`config.mk`:
```
export PLATFORM = sky130hd
export DESIGN_NAME = ex_hazard_ctrl
export DESIGN_NICKNAME = d
export VERILOG_FILES = /design/src/rtl/ex_hazard_ctrl.sv
export SDC_FILE = /design/constraint.sdc
export NUM_CORES = 1
export LEC_CHECK = 0
export CAP_MARGIN = 20
export CELL_PAD_IN_SITES_DETAIL_PLACEMENT = 1
export CELL_PAD_IN_SITES_GLOBAL_PLACEMENT = 2
export CORE_ASPECT_RATIO = 1.75
export CORE_MARGIN = 4
export CORE_UTILIZATION = 28
export CTS_BUF_LIST = sky130_fd_sc_hd__clkbuf_4
export CTS_CLUSTER_DIAMETER = 150
export DETAILED_ROUTE_END_ITERATION = 10
export GPL_ROUTABILITY_DRIVEN = 0
export PLACE_DENSITY = 0.93
export REMOVE_ABC_BUFFERS = 1
export SLEW_MARGIN = 10
export SYNTH_ARGS = -nofsm -noshare
export SYNTH_HDL_FRONTEND = slang
export SYNTH_SLANG_ARGS = --single-unit
```
`constraint.sdc`:
```
create_clock -name clk -period 8.91 [get_ports clk]
set_input_delay 0.891 -clock clk [delete_from_list [all_inputs] [get_ports clk]]
set_output_delay 0.891 -clock clk [all_outputs]
set_load 0.02 [all_outputs]
```
`src/rtl/ex_hazard_ctrl.sv`:
```
// ex_hazard_ctrl: EX-stage branch resolution, load-use detection and pipeline stall/flush control
module ex_hazard_ctrl #(
  parameter int CNT_W = 16
) (
  input  logic             clk,
  input  logic             rst_,
  input  logic             ex_valid,
  input  logic [31:0]      ex_pc,
  input  logic [31:0]      ex_imm,
  input  logic [6:0]       ex_opcode,
  input  logic [2:0]       ex_func3,
  input  logic [4:0]       ex_rd_addr,
  input  logic [31:0]      rs1_val,
  input  logic [31:0]      rs2_val,
  input  logic             id_valid,
  input  logic [6:0]       id_opcode,
  input  logic [4:0]       id_rs1_addr,
  input  logic [4:0]       id_rs2_addr,
  input  logic             mem_busy,
  output logic             pc_stall,
  output logic             if_id_stall,
  output logic             if_id_flush,
  output logic             id_ex_stall,
  output logic             id_ex_flush,
  output logic             redirect_valid,
  output logic [31:0]      redirect_pc,
  output logic [CNT_W-1:0] stall_cnt,
  output logic [CNT_W-1:0] redir_cnt
);
  localparam logic [6:0] OP_BRANCH = 7'b1100011;
  localparam logic [6:0] OP_JAL    = 7'b1101111;
  localparam logic [6:0] OP_JALR   = 7'b1100111;
  localparam logic [6:0] OP_LOAD   = 7'b0000011;
  localparam logic [6:0] OP_LUI    = 7'b0110111;
  localparam logic [6:0] OP_AUIPC  = 7'b0010111;
  localparam logic [6:0] OP_STORE  = 7'b0100011;
  localparam logic [6:0] OP_OP     = 7'b0110011;
  typedef enum logic {RUN, REDIR} state_t;
  state_t           state_q, state_d;
  logic [31:0]      redirect_pc_q, redirect_pc_d;
  logic [CNT_W-1:0] stall_cnt_q, stall_cnt_d;
  logic [CNT_W-1:0] redir_cnt_q, redir_cnt_d;
  logic             eq, lt_s, lt_u, br_cond, taken, load_use, rs1_used, rs2_used;
  logic             redir, take_now;
  logic [31:0]      jalr_sum, target;
  // branch/jump decision and target for the EX instruction
  always_comb begin
    eq       = rs1_val == rs2_val;
    lt_s     = $signed(rs1_val) < $signed(rs2_val);
    lt_u     = rs1_val < rs2_val;
    br_cond  = ex_func3[2] ? (ex_func3[1] ? (lt_u ^ ex_func3[0]) : (lt_s ^ ex_func3[0]))
                           : (ex_func3[1] ? 1'b0 : (eq ^ ex_func3[0]));
    taken    = ex_valid & ((ex_opcode == OP_JAL) | (ex_opcode == OP_JALR) |
                           ((ex_opcode == OP_BRANCH) & br_cond));
    jalr_sum = rs1_val + ex_imm;
    target   = (ex_opcode == OP_JALR) ? {jalr_sum[31:1], 1'b0} : ex_pc + ex_imm;
  end
  // load-use hazard between the load in EX and the source operands of ID
  always_comb begin
    rs1_used = !((id_opcode == OP_LUI) | (id_opcode == OP_AUIPC) | (id_opcode == OP_JAL));
    rs2_used = (id_opcode == OP_BRANCH) | (id_opcode == OP_STORE) | (id_opcode == OP_OP);
    load_use = ex_valid & (ex_opcode == OP_LOAD) & (ex_rd_addr != 5'd0) & id_valid &
               ((rs1_used & (id_rs1_addr == ex_rd_addr)) | (rs2_used & (id_rs2_addr == ex_rd_addr)));
  end
  // control outputs are held low while reset is asserted
  always_comb begin
    redir          = state_q == REDIR;
    take_now       = !redir & !mem_busy & taken;
    pc_stall       = !rst_ & (mem_busy | (!redir & !taken & load_use));
    if_id_stall    = pc_stall;
    id_ex_stall    = !rst_ & mem_busy;
    if_id_flush    = !rst_ & (redir | take_now);
    id_ex_flush    = !rst_ & (redir | (!mem_busy & (taken | load_use)));
    redirect_valid = !rst_ & redir;
  end
  // next state, captured target and saturating counters
  always_comb begin
    state_d       = redir ? (mem_busy ? REDIR : RUN) : (take_now ? REDIR : RUN);
    redirect_pc_d = take_now ? target : redirect_pc_q;
    redir_cnt_d   = (take_now & ~&redir_cnt_q) ? redir_cnt_q + CNT_W'(1) : redir_cnt_q;
    stall_cnt_d   = (pc_stall & ~&stall_cnt_q) ? stall_cnt_q + CNT_W'(1) : stall_cnt_q;
  end
  // state registers with synchronous reset
  always_ff @(posedge clk) begin
    if (rst_) begin
      state_q       <= RUN;
      redirect_pc_q <= '0;
      stall_cnt_q   <= '0;
      redir_cnt_q   <= '0;
    end else begin
      state_q       <= state_d;
      redirect_pc_q <= redirect_pc_d;
      stall_cnt_q   <= stall_cnt_d;
      redir_cnt_q   <= redir_cnt_d;
    end
  end
  assign redirect_pc = redirect_pc_q;
  assign stall_cnt   = stall_cnt_q;
  assign redir_cnt   = redir_cnt_q;
endmodule

```
; ---- Word-level counts from Yosys, hierarchy flattened
; Index checks and enable logic that the tools add are counted.
[op_classes]
add_sub_neg = 4
mul = 0
div = 0
magnitude_cmp = 2
eq_ne = 13
shift = 0
n_mux = 7
n_bitwise = 34
reduce_logical = 10
[ops]
columns = cell, count
row1 = 32-bit adder, 2
row2 = 32-bit < comparator, 2
row3 = "7-bit equality test, second input constant", 5
row4 = "16-bit by 1-bit adder with 16-bit output, second input constant", 2
row5 = 32-bit equality test, 1
row6 = 32-bit two-way mux, 1
row7 = 16-bit AND reduction, 2
row8 = "7-bit by 6-bit equality test with 1-bit output, second input constant", 3
row9 = 1-bit AND, 20
row10 = 1-bit bitwise OR, 11
row11 = 5-bit equality test, 2
row12 = "7-bit by 2-bit equality test with 1-bit output, second input constant", 1
row13 = "7-bit by 5-bit equality test with 1-bit output, second input constant", 1
row14 = 1-bit logical NOT, 7
row15 = 1-bit two-way mux, 6
row16 = 5-bit nonzero test, 1
row17 = 1-bit bitwise XOR, 3
[totals]
regBits = 65
latch_bits = 0
mem_bits_rw = 0
mem_bits_ro = 0
input_bits = 165
out_inout_bits = 70
word_cells = 74
memories = 0

; ---- Longest topological paths before layout
; Gate-level depths: netlist (run 1).
[logic_depth]
ltp_word = 13
mapped_depth = 13
ltp_nobuf = 13

; ---- Worst setup path before layout (run 1)
; No wires, ideal clock.
[synth_path]
kind = input-to-output
from = input rs2_val[23]
to = output if_id_flush
arrival_time_ns = 3.889
slack_ns = 4.130
cell_stages = 12
path_buffers = 2
path_cell_list = inv_1 -> ha_1 -> nand4_1 -> or4_1 -> or3_1 -> a2111oi_0 -> o22ai_1 -> nor4_4 -> buf_2 -> clkbuf_1 -> nor2_1 -> nor2_1
[synth_between]
elab_chain_len = 10
[synth_rtl]
columns = item, line
row1 = "start, declared", 14  ; input logic [31:0] rs2_val,
row2 = 32-bit < comparator (tied with other cells), 49  ; lt_s = $signed(rs1_val) < $signed(rs2_val);
row3 = "1-bit bitwise XOR, on equally long branches", "51, 52"
row4 = "1-bit two-way mux, on equally long branches", "51, 52"
row5 = 1-bit two-way mux (*), 51  ; br_cond = ex_func3[2] ? (ex_func3[1] ? (lt_u ^ ex_func3[0]) : (lt_s ^ ex_func3[0]))
row6 = 1-bit AND (*), 54  ; ((ex_opcode == OP_BRANCH) & br_cond));
row7 = 1-bit bitwise OR (*), 53  ; taken = ex_valid & ((ex_opcode == OP_JAL) | (ex_opcode == OP_JALR) |
row8 = 1-bit AND (*), 53
row9 = 1-bit AND (*), 68  ; take_now = !redir & !mem_busy & taken;
row10 = 1-bit bitwise OR (*), 72  ; if_id_flush = !rst_ & (redir | take_now);
row11 = 1-bit AND (*), 72
row12 = "end, declared", 22  ; output logic if_id_flush,
; Mark *: on every way between the ends. The rest lies on a longest branch, timed or not.

; ---- Final worst setup path (run 1)
[layout_path]
from = input rs2_val[23]
to = output id_ex_flush
[layout_between]
elab_chain_len = 11
[layout_rtl]
columns = item, line
row1 = 32-bit < comparator (tied with other cells), 49
row2 = "1-bit bitwise XOR, on equally long branches", "51, 52"
row3 = "1-bit two-way mux, on equally long branches", "51, 52"
row4 = 1-bit two-way mux (*), 51
row5 = 1-bit AND (*), 54
row6 = 1-bit bitwise OR (*), 53
row7 = 1-bit AND (*), 53
row8 = 1-bit bitwise OR (*), 73  ; id_ex_flush = !rst_ & (redir | (!mem_busy & (taken | load_use)));
row9 = 1-bit AND (*), 73
row10 = 1-bit bitwise OR (*), 73
row11 = 1-bit AND (*), 73
row12 = "end, declared", 24  ; output logic id_ex_flush,
; Marks and branches as above.

==> results of run 1 <==
-- registers in the layout, summed over array words and instances (netlist names) --
name / count
redir: 1
stall_cnt: 16
redir_cnt: 16
redirect_pc: 32
-- through the flow --
step	setup WS, ps	cells	hold slack, ps	utilization (%)
2_1_floorplan	3589	921	540.1	-
3_5_place_dp	3080	1473	467.6	39.32
5_1_grt	2756	1491	506.2	40.00
6_report	3096	1491	483.5	40.00
4_1_cts	3062	1489	486.6	39.98
3_3_place_gp	3135	1473	459.2	39.32
-- worst min-delay path by stage --
stage / cells past startpoint / end / startpoint
final: 2 / redirect_pc[1] / redirect_pc[1]
after global routing: 2 / redirect_pc[0] / redirect_pc[0]
after CTS: 2 / redirect_pc[1] / redirect_pc[1]
after detailed placement: 2 / redirect_pc[1] / redirect_pc[1]
after global placement: 2 / redirect_pc[0] / redirect_pc[0]
after floorplan: 2 / redirect_pc[0] / redirect_pc[0]
-- report_power, final --
part           internal [mW]  switching (mW)  leakage (nW)
clock                  0.113           0.127        0.0758
combinational          0.196           0.211          3.29
sequential             0.292         0.00121         0.524
total                  0.601           0.339          3.89
-- cells in the final DEF (no fill, tap or decap), drive strengths merged, types with 3 or more instances in the layout --
| master | count |
|---|---|
| clkdlybuf4s50 | 233 |
| nor2 | 102 |
| a21oi | 96 |
| ha | 95 |
| nand2 | 74 |
| dfxtp | 65 |
| o21ai | 61 |
| inv | 59 |
| xnor2 | 47 |
| nand3 | 35 |
| a21o | 35 |
| xor2 | 27 |
| nor3 | 22 |
| a211oi | 20 |
| nand2b | 18 |
| nand4 | 16 |
| a31oi | 14 |
| or3 | 14 |
| nor4 | 10 |
| o211ai | 9 |
| clkbuf | 9 |
| o21a | 8 |
| mux2i | 8 |
| nor2b | 7 |
| buf | 7 |
| a211o | 6 |
| or4 | 5 |
| and3 | 5 |
| a311oi | 5 |
| o2111ai | 4 |
| a221oi | 4 |
| o21bai | 4 |
| a2111oi | 4 |
| nand4b | 3 |
| o211a | 3 |
| and4 | 3 |
| a31o | 3 |
| clkinvlp | 3 |
| or2 | 3 |
-- logic make-up after synthesis --
logic type	share of synthesized area, %
simple gates	22.61
compound gates	26.36
fa+ha+maj	17.43
buf+inv	4.650
xor+xnor	9.194
flops	18.46
mux	1.296
-- critical path: cells and delay by family --
kind | cells | cell delay (ps)
buffers and inverters | 3 | 1160
adders and majority gates | 1 | 300
AOI/OAI and AO/OA | 3 | 830
and+or+nand+nor | 6 | 1730
-- per-layer routing --
| metal | part of all wire [%] | track usage [%] | vias up |
|---|---|---|---|
| met4 | 3.0 | 7.613 | 0 |
| met1 | 37 | 19.77 | 3696 |
| met2 | 57 | 40.36 | 166 |
| met3 | 2.9 | 1.740 | 34 |
| met5 | 0 | 0 | - |
| li1 | - | - | 3916 |
-- final cells by class --
type                       count  area [um^2]
clock buffer                   9        67.56
tap                          312        390.4
fill                        3054        14830
multi-input combinational    797         5426
timing repair buffer         240         2382
sequential                    65         1301
antenna                        2        5.005
inverter                      59        221.5
clock inverter                 7        95.09
==> flow_summary.json, run 1 <==
{
  "critical_path_required_ps": 8020,
  "netlist_instances": 947,
  "cts_setup_buffers": 0,
  "power_uw": 940.6,
  "globalRouteTotalUtil_pct": 19.72,
  "fin_nets": 1434,
  "start_kind": "input pin",
  "end_kind": "primary output",
  "avgSynthCellArea_um2": 7.444,
  "grt_pass1_wl_um": 43300,
  "insertion_delay_ps": 440,
  "power.leakage_nw": 3.893,
  "dr.first_iter.drc_count": 270,
  "grt_max_degree": 52,
  "async_reset_ff_share_pct": 0,
  "clk_path_buf_depth": 2,
  "clock-sinks": 65,
  "cts-root-buf": "clkbuf_4",
  "tightest_slew_ps": 694.6,
  "placed_area_mm2": 0.009722,
  "hpwl_um": 23790,
  "drtPass1Iterations": 4,
  "yosysUniqueCellTypes": 63,
  "yosys-top-cells-area": "dfxtp_1 18%, ha_1 17%, a21oi_1 6.8%",
  "synthFlopType": "dfxtp_1",
  "dr_total_vias": 7812,
  "powerDensity_mw_per_mm2": 95.11,
  "fin_skew_ps": 22.07,
  "num_rows": 76,
  "fin_crit_ps": 5814,
  "r2r-start": "stall_cnt[7]",
  "finalHoldViolations": 0,
  "synth_most_common_cell": "nor2_1",
  "rr_worst_depth": 9,
  "die_w_um": 127.9,
  "crit_fanout": 3,
  "cpPeakStageDelay_ps": 640,
  "wl_per_cell_um": 18.89,
  "vias_per_cell": 5.239,
  "start_util_pct": 28.51,
  "hold_buffers": 0,
  "synth-edff-count": 0,
  "cts_tree": "built",
  "max-vdd-ir-drop_mv": 0.05213,
  "fmax_mhz": 172.0,
  "crit_chain": "clkdlybuf4s50_1, inv_1, ha_1, nand4_1, or4_1, or3_1, a2111oi_0, o22ai_1, or2_2, a21oi_1, nor2_1, nor2_1, clkdlybuf4s50_1",
  "setup_viol": 0,
  "ios": 235,
  "syn_area_mm2": 0.007049,
  "hold_class": "reg2reg",
  "ctsResizeCount": 0,
  "grt_pass1_vias": 8273,
  "die_height_um": 217.9,
  "synth_area_leader_cell": "dfxtp_1",
  "regToRegSetupSlack_ps": 6260,
  "cp-startpoint": "rs2_val[23]",
  "drive_gt1_share_pct": 3.314,
  "drt-total-wl_um": 28170,
  "antenna_found_initial": 2,
  "die-area_mm2": 0.02788,
  "ant_nets": 0,
  "yosys_warnings": 0,
  "tns_ps": 0,
  "ys_seq_area_share_pct": 18.46,
  "criticalPathCategory": "in2out",
  "synth_common_cells": "102 x nor2_1, 96 x a21oi_1, 95 x ha_1",
  "rsz0062_at_grt": "false",
  "crit_end": "id_ex_flush",
  "period_share_pct": 65.26,
  "numCtsBuffers": 9,
  "synth-seq-cells": 65,
  "fp.coreArea_mm2": 0.02472,
  "slew_violations": 0,
  "reg2reg_to": "stall_cnt[15]",
  "slew_headroom_pct": 53.20,
  "slowest_stage": "clkdlybuf4s50_1",
  "drc": 0,
  "portBuffers": 234,
  "stdcell_area_mm2": 0.009889,
  "critPathArrivalTime_ps": 4920,
  "outcome": "completed",
  "drv_cap": 0,
  "area_growth_pct": 40.29,
  "cts_max_level": 3,
  "grt_overflow": 0,
  "clkTransAtPathRegs_ps": 110,
  "synthDominantCellAreaShare_pct": 18.46
}
Power figures use the tool's default switching activity.
==> inputs of run 2 (changes only) <==
- CORE_UTILIZATION: 28 -> 26
- PLACE_DENSITY: 0.93 -> 0.87
- clock period: 8.91 -> 6.03 ns (I/O delays scaled with it)
==> flow_summary.json, run 2 (synthesis results as in run 1) <==
{
  "outcome": "completed",
  "die_height_um": 225.8,
  "grt_pass1_vias": 8371,
  "period_share_pct": 87.68,
  "post-place-ws_ps": 766.6,
  "numCtsBuffers": 9,
  "die-area_mm2": 0.02992,
  "fin_crit_ps": 5287,
  "final_core_util_pct": 37.22,
  "top_usage_layer": "met2",
  "drc": 0,
  "fmax_mhz": 189.1,
  "insertion_delay_ps": 500,
  "largest_reg_flops": 32,
  "fin_skew_ps": 32.74,
  "slew_headroom_pct": 43.95,
  "portBuffers": 234,
  "vias_per_cell": 5.266,
  "start_kind": "input pin",
  "nFillCells": 3293,
  "dr_total_vias": 7925,
  "power.leakage_nw": 3.912,
  "ant_nets": 0,
  "cts_tree": "built",
  "drive_gt1_share_pct": 3.314,
  "rsz0062_at_grt": "false",
  "slew_violations": 0,
  "final.setup.worst_slack_ps": 742.7,
  "dr.first_iter.drc_count": 281,
  "wl_per_cell_um": 19.32,
  "hold_class": "reg2reg",
  "ctsResizeCount": 0,
  "clock-sinks": 65,
  "tightest_slew_ps": 840.8,
  "clk_path_buf_depth": 2,
  "ios": 235,
  "fin_cells": 1505,
  "met2_usage_pct": 39.12,
  "start_util_pct": 26.41,
  "placed_area_mm2": 0.009737,
  "cts_setup_buffers": 0,
  "num_rows": 79,
  "end_kind": "primary output",
  "critical_path_required_ps": 5430,
  "finalHoldViolations": 0,
  "setup_viol": 0,
  "drt-total-wl_um": 29070,
  "fin_nets": 1434,
  "cts_max_level": 3,
  "cts-root-buf": "clkbuf_4",
  "dp.cells": 1485,
  "area_growth_pct": 40.91,
  "max-vdd-ir-drop_mv": 0.08296,
  "hpwl_um": 24610,
  "grt_pass1_wl_um": 44940,
  "criticalPathCategory": "in2out",
  "tns_ps": 0,
  "final_common_cell": "clkdlybuf4s50_1",
  "crit_fanout": 5,
  "drv_cap": 0,
  "critPathArrivalTime_ps": 4680,
  "antenna_found_initial": 4,
  "grt_overflow": 0,
  "globalRouteTotalUtil_pct": 19.16,
  "fp.coreArea_mm2": 0.02669,
  "die_w_um": 132.5,
  "clkTransAtPathRegs_ps": 120,
  "use_met1_pct": 18.62,
  "powerDensity_mw_per_mm2": 145.2,
  "drtPass1Iterations": 4,
  "stdcell_area_mm2": 0.009933,
  "final_cell_mix": "233 x clkdlybuf4s50_1, 102 x nor2_1, 96 x a21oi_1, 95 x ha_1, 74 x nand2_1",
  "grt_use_met3_pct": 2.363,
  "hold_buffers": 0,
  "grt_max_degree": 47
}
## run 2: cell count changes in the layout (fill, tap and decap cells not counted)
cell / previous run / this run
clkinvlp_4: 3 / 1
clkinv_4: 1 / 2
bufinv_16: 2 / 3
diode_2: 2 / 4
## run 2: path summary, 6_finish.rpt
path,from,end,slack [ps],depth (start not counted)
min reg2reg,redirect_pc[0],redirect_pc[0],480,2
max reg2reg,stall_cnt[7],stall_cnt[15],3410,9
min,redirect_pc[0],redirect_pc[0],480,2
max,rs1_val[31],id_ex_flush,740,12
## run 2: area by class of cell
class	instances	area [um^2]	area share, %
repair buffers	240	2382	23.98
flip-flops and latches	65	1301	13.10
clock buffers	9	67.56	0.6802
well taps	324	405.4	4.081
inverters	59	221.5	2.229
diodes	4	10.01	0.1008
clock inverters	7	118.9	1.197
multi-input cells	797	5426	54.63
## run 2: report_power, final
part	total (mW)	internal [mW]	switching [mW]
clock	0.407	0.209	0.198
sequential	0.433	0.431	0.00182
combinational	0.602	0.290	0.312
total	1.44	0.931	0.511
## run 2: metrics by stage
| step | total power [mW] | hold WS (ps) |
|---|---|---|
| floorplan | 0.7943 | 540.1 |
| global placement | 1.037 | 460.4 |
| detailed placement | 1.046 | 472.0 |
| CTS | 1.468 | 490.6 |
| global route | 1.543 | 526.3 |
| finish | 1.442 | 484.3 |
## run 2: critical path, cell delays in order
cell,delay [ps]
clkdlybuf4s50_1,500
ha_1,370
nand4_1,230
or4_1,600
or3_1,400
a2111oi_0,450
o22ai_1,250
or2_2,330
a21oi_1,150
nor2_1,50
nor2_1,90
clkdlybuf4s50_1,650
## run 2: metal layers
layer / share of wire [%] / wire length (um)
met1: 36 / 10370
met2: 57 / 16530
met3: 3.0 / 878
met4: 4.5 / 1298
met5: 0 / 0
==> inputs of run 3 (changes only) <==
- CORE_MARGIN: 4 -> unset
- CTS_CLUSTER_SIZE: unset -> 8
- SETUP_SLACK_MARGIN: unset -> 0.5
==> flow_summary.json, run 3 (synthesis results as in run 1) <==
{
  "power.leakage_nw": 3.922,
  "pwr-share-seq_pct": 30.2,
  "drtPass1Iterations": 4,
  "cts-root-buf": "clkbuf_4",
  "cp.depth": 13,
  "grt_overflow": 0,
  "cpPeakStageDelay_ps": 650,
  "whs_path_depth": 2,
  "drive_gt1_share_pct": 3.478,
  "outcome": "completed",
  "slew_headroom_pct": 43.59,
  "criticalPathCategory": "in2out",
  "crit_fanout": 3,
  "power.internal_uw": 931.7,
  "final_cell_mix": "233 x clkdlybuf4s50_1, 102 x nor2_1, 96 x a21oi_1, 95 x ha_1, 74 x nand2_1",
  "critPathArrivalTime_ps": 4650,
  "hpwl_um": 23850,
  "grt_max_degree": 40,
  "insertion_delay_ps": 460,
  "wl_per_cell_um": 18.75,
  "end_kind": "primary output",
  "p_sw_uw": 504.9,
  "clkTransAtPathRegs_ps": 110,
  "start_util_pct": 26.51,
  "drc": 0,
  "clock-sinks": 65,
  "slowest_stage": "clkdlybuf4s50_1",
  "rsz0062_at_grt": "false",
  "drt-total-wl_um": 28220,
  "tns_ps": 0,
  "numCtsBuffers": 9,
  "power_mw": 1.437,
  "rr_worst_depth": 9,
  "max-vdd-ir-drop_mv": 0.1010,
  "die_height_um": 219.8,
  "fin_skew_ps": 21.80,
  "final_common_cell": "clkdlybuf4s50_1",
  "fin_cells": 1505,
  "regToRegSetupSlack_ps": 3330,
  "swShare_pct": 35.15,
  "path_buf_inv": 3,
  "tightest_slew_ps": 846.2,
  "setup_viol": 0,
  "critical_path_required_ps": 5430,
  "placed_area_mm2": 0.009752,
  "grt_pass1_wl_um": 43400,
  "portBuffers": 234,
  "cpLargestDelayFamily": "simple AND/OR/NAND/NOR gates",
  "largest_reg_flops": 32,
  "cts_max_level": 3,
  "antenna_found_initial": 2,
  "start_kind": "input pin",
  "drv_cap": 0,
  "num_rows": 79,
  "powerDensity_mw_per_mm2": 144.5,
  "cts_tree": "built",
  "hold_class": "reg2reg",
  "die-area_mm2": 0.02780,
  "die_w_um": 126.5,
  "grt_pass1_vias": 8447,
  "dr_total_vias": 7924,
  "dp.cells": 1487,
  "area_growth_pct": 41.07,
  "combPwrFrac_pct": 41.9,
  "dr.first_iter.drc_count": 330,
  "finalHoldViolations": 0,
  "stdcell_area_mm2": 0.009945,
  "slew_violations": 0,
  "period_share_pct": 87.03,
  "power.clock.fraction_pct": 27.9,
  "fin_crit_ps": 5248,
  "fmax_mhz": 190.5,
  "fin_nets": 1436,
  "globalRouteTotalUtil_pct": 20.37,
  "clk_path_buf_depth": 2,
  "ant_nets": 0,
  "vias_per_cell": 5.265,
  "crit_chain": "clkdlybuf4s50_1, inv_1, ha_1, nand4_1, or4_1, or3_1, a2111oi_1, o22ai_1, or2_2, a21oi_1, nor2_1, nor2_1, clkdlybuf4s50_1",
  "ios": 235,
  "fp.coreArea_mm2": 0.02659
}
run 3: cell count changes in the layout (fill, tap and decap cells not counted), sizes merged:
cell   before  now
buf         7    9
diode       4    2
run 3: worst paths after layout:
path / startpoint / endpoint
setup / recovery: rs2_val[23] / id_ex_flush
hold reg to reg: redirect_pc[0] / redirect_pc[0]
hold / removal: redirect_pc[0] / redirect_pc[0]
setup reg to reg: stall_cnt[7] / stall_cnt[9]
run 3: metrics by stage:
stage               util (%)  setup slack, ps  hold WS [ps]
finish                 37.40            781.9         483.3
global route           37.40            526.3         521.1
CTS                    37.38            781.7         488.6
detailed placement     36.68            793.4         469.2
global placement       36.68            808.1         460.7
floorplan                  -             1285         540.1
run 3: layout make-up:
type	count	area, um^2
Fill cell	3216	16640
Multi-Input combinational cell	797	5428
Timing Repair Buffer	242	2397
Sequential cell	65	1301
Tap cell	324	405.4
Inverter	59	221.5
Clock inverter	7	118.9
Clock buffer	9	67.56
Antenna cell	2	5.005
run 3: per-layer routing:
layer	part of all wire (%)	track usage (%)	wire length [um]
met2	57	42.03	16010
met4	4.7	11.08	1322
met3	2.4	1.918	684
met1	36	19.29	10200
met5	0	0	0
run 3: power groups by stage:
stage                     combinational (mW)  clock, mW  sequential [mW]
after floorplan                        0.349          0            0.445
after global placement                 0.593          0            0.443
after detailed placement               0.603          0            0.443
after CTS                              0.606      0.422            0.433
after global routing                   0.665      0.433            0.434
final                                  0.602      0.401            0.433
run 3: worst register-to-register path, delay by kind of cell (launching register included):
family	cells	cell delay (ps)
AO/OA/AOI/OAI	2	560
flip-flops	1	380
AND/OR/NAND/NOR	7	1690
run 3: what timing repair did:
action | in CTS | in global routing
hold buffers | 0 | 0
gates resized for setup | 0 | 1
setup endpoints to repair | 0 | 1
setup buffers | 0 | 0
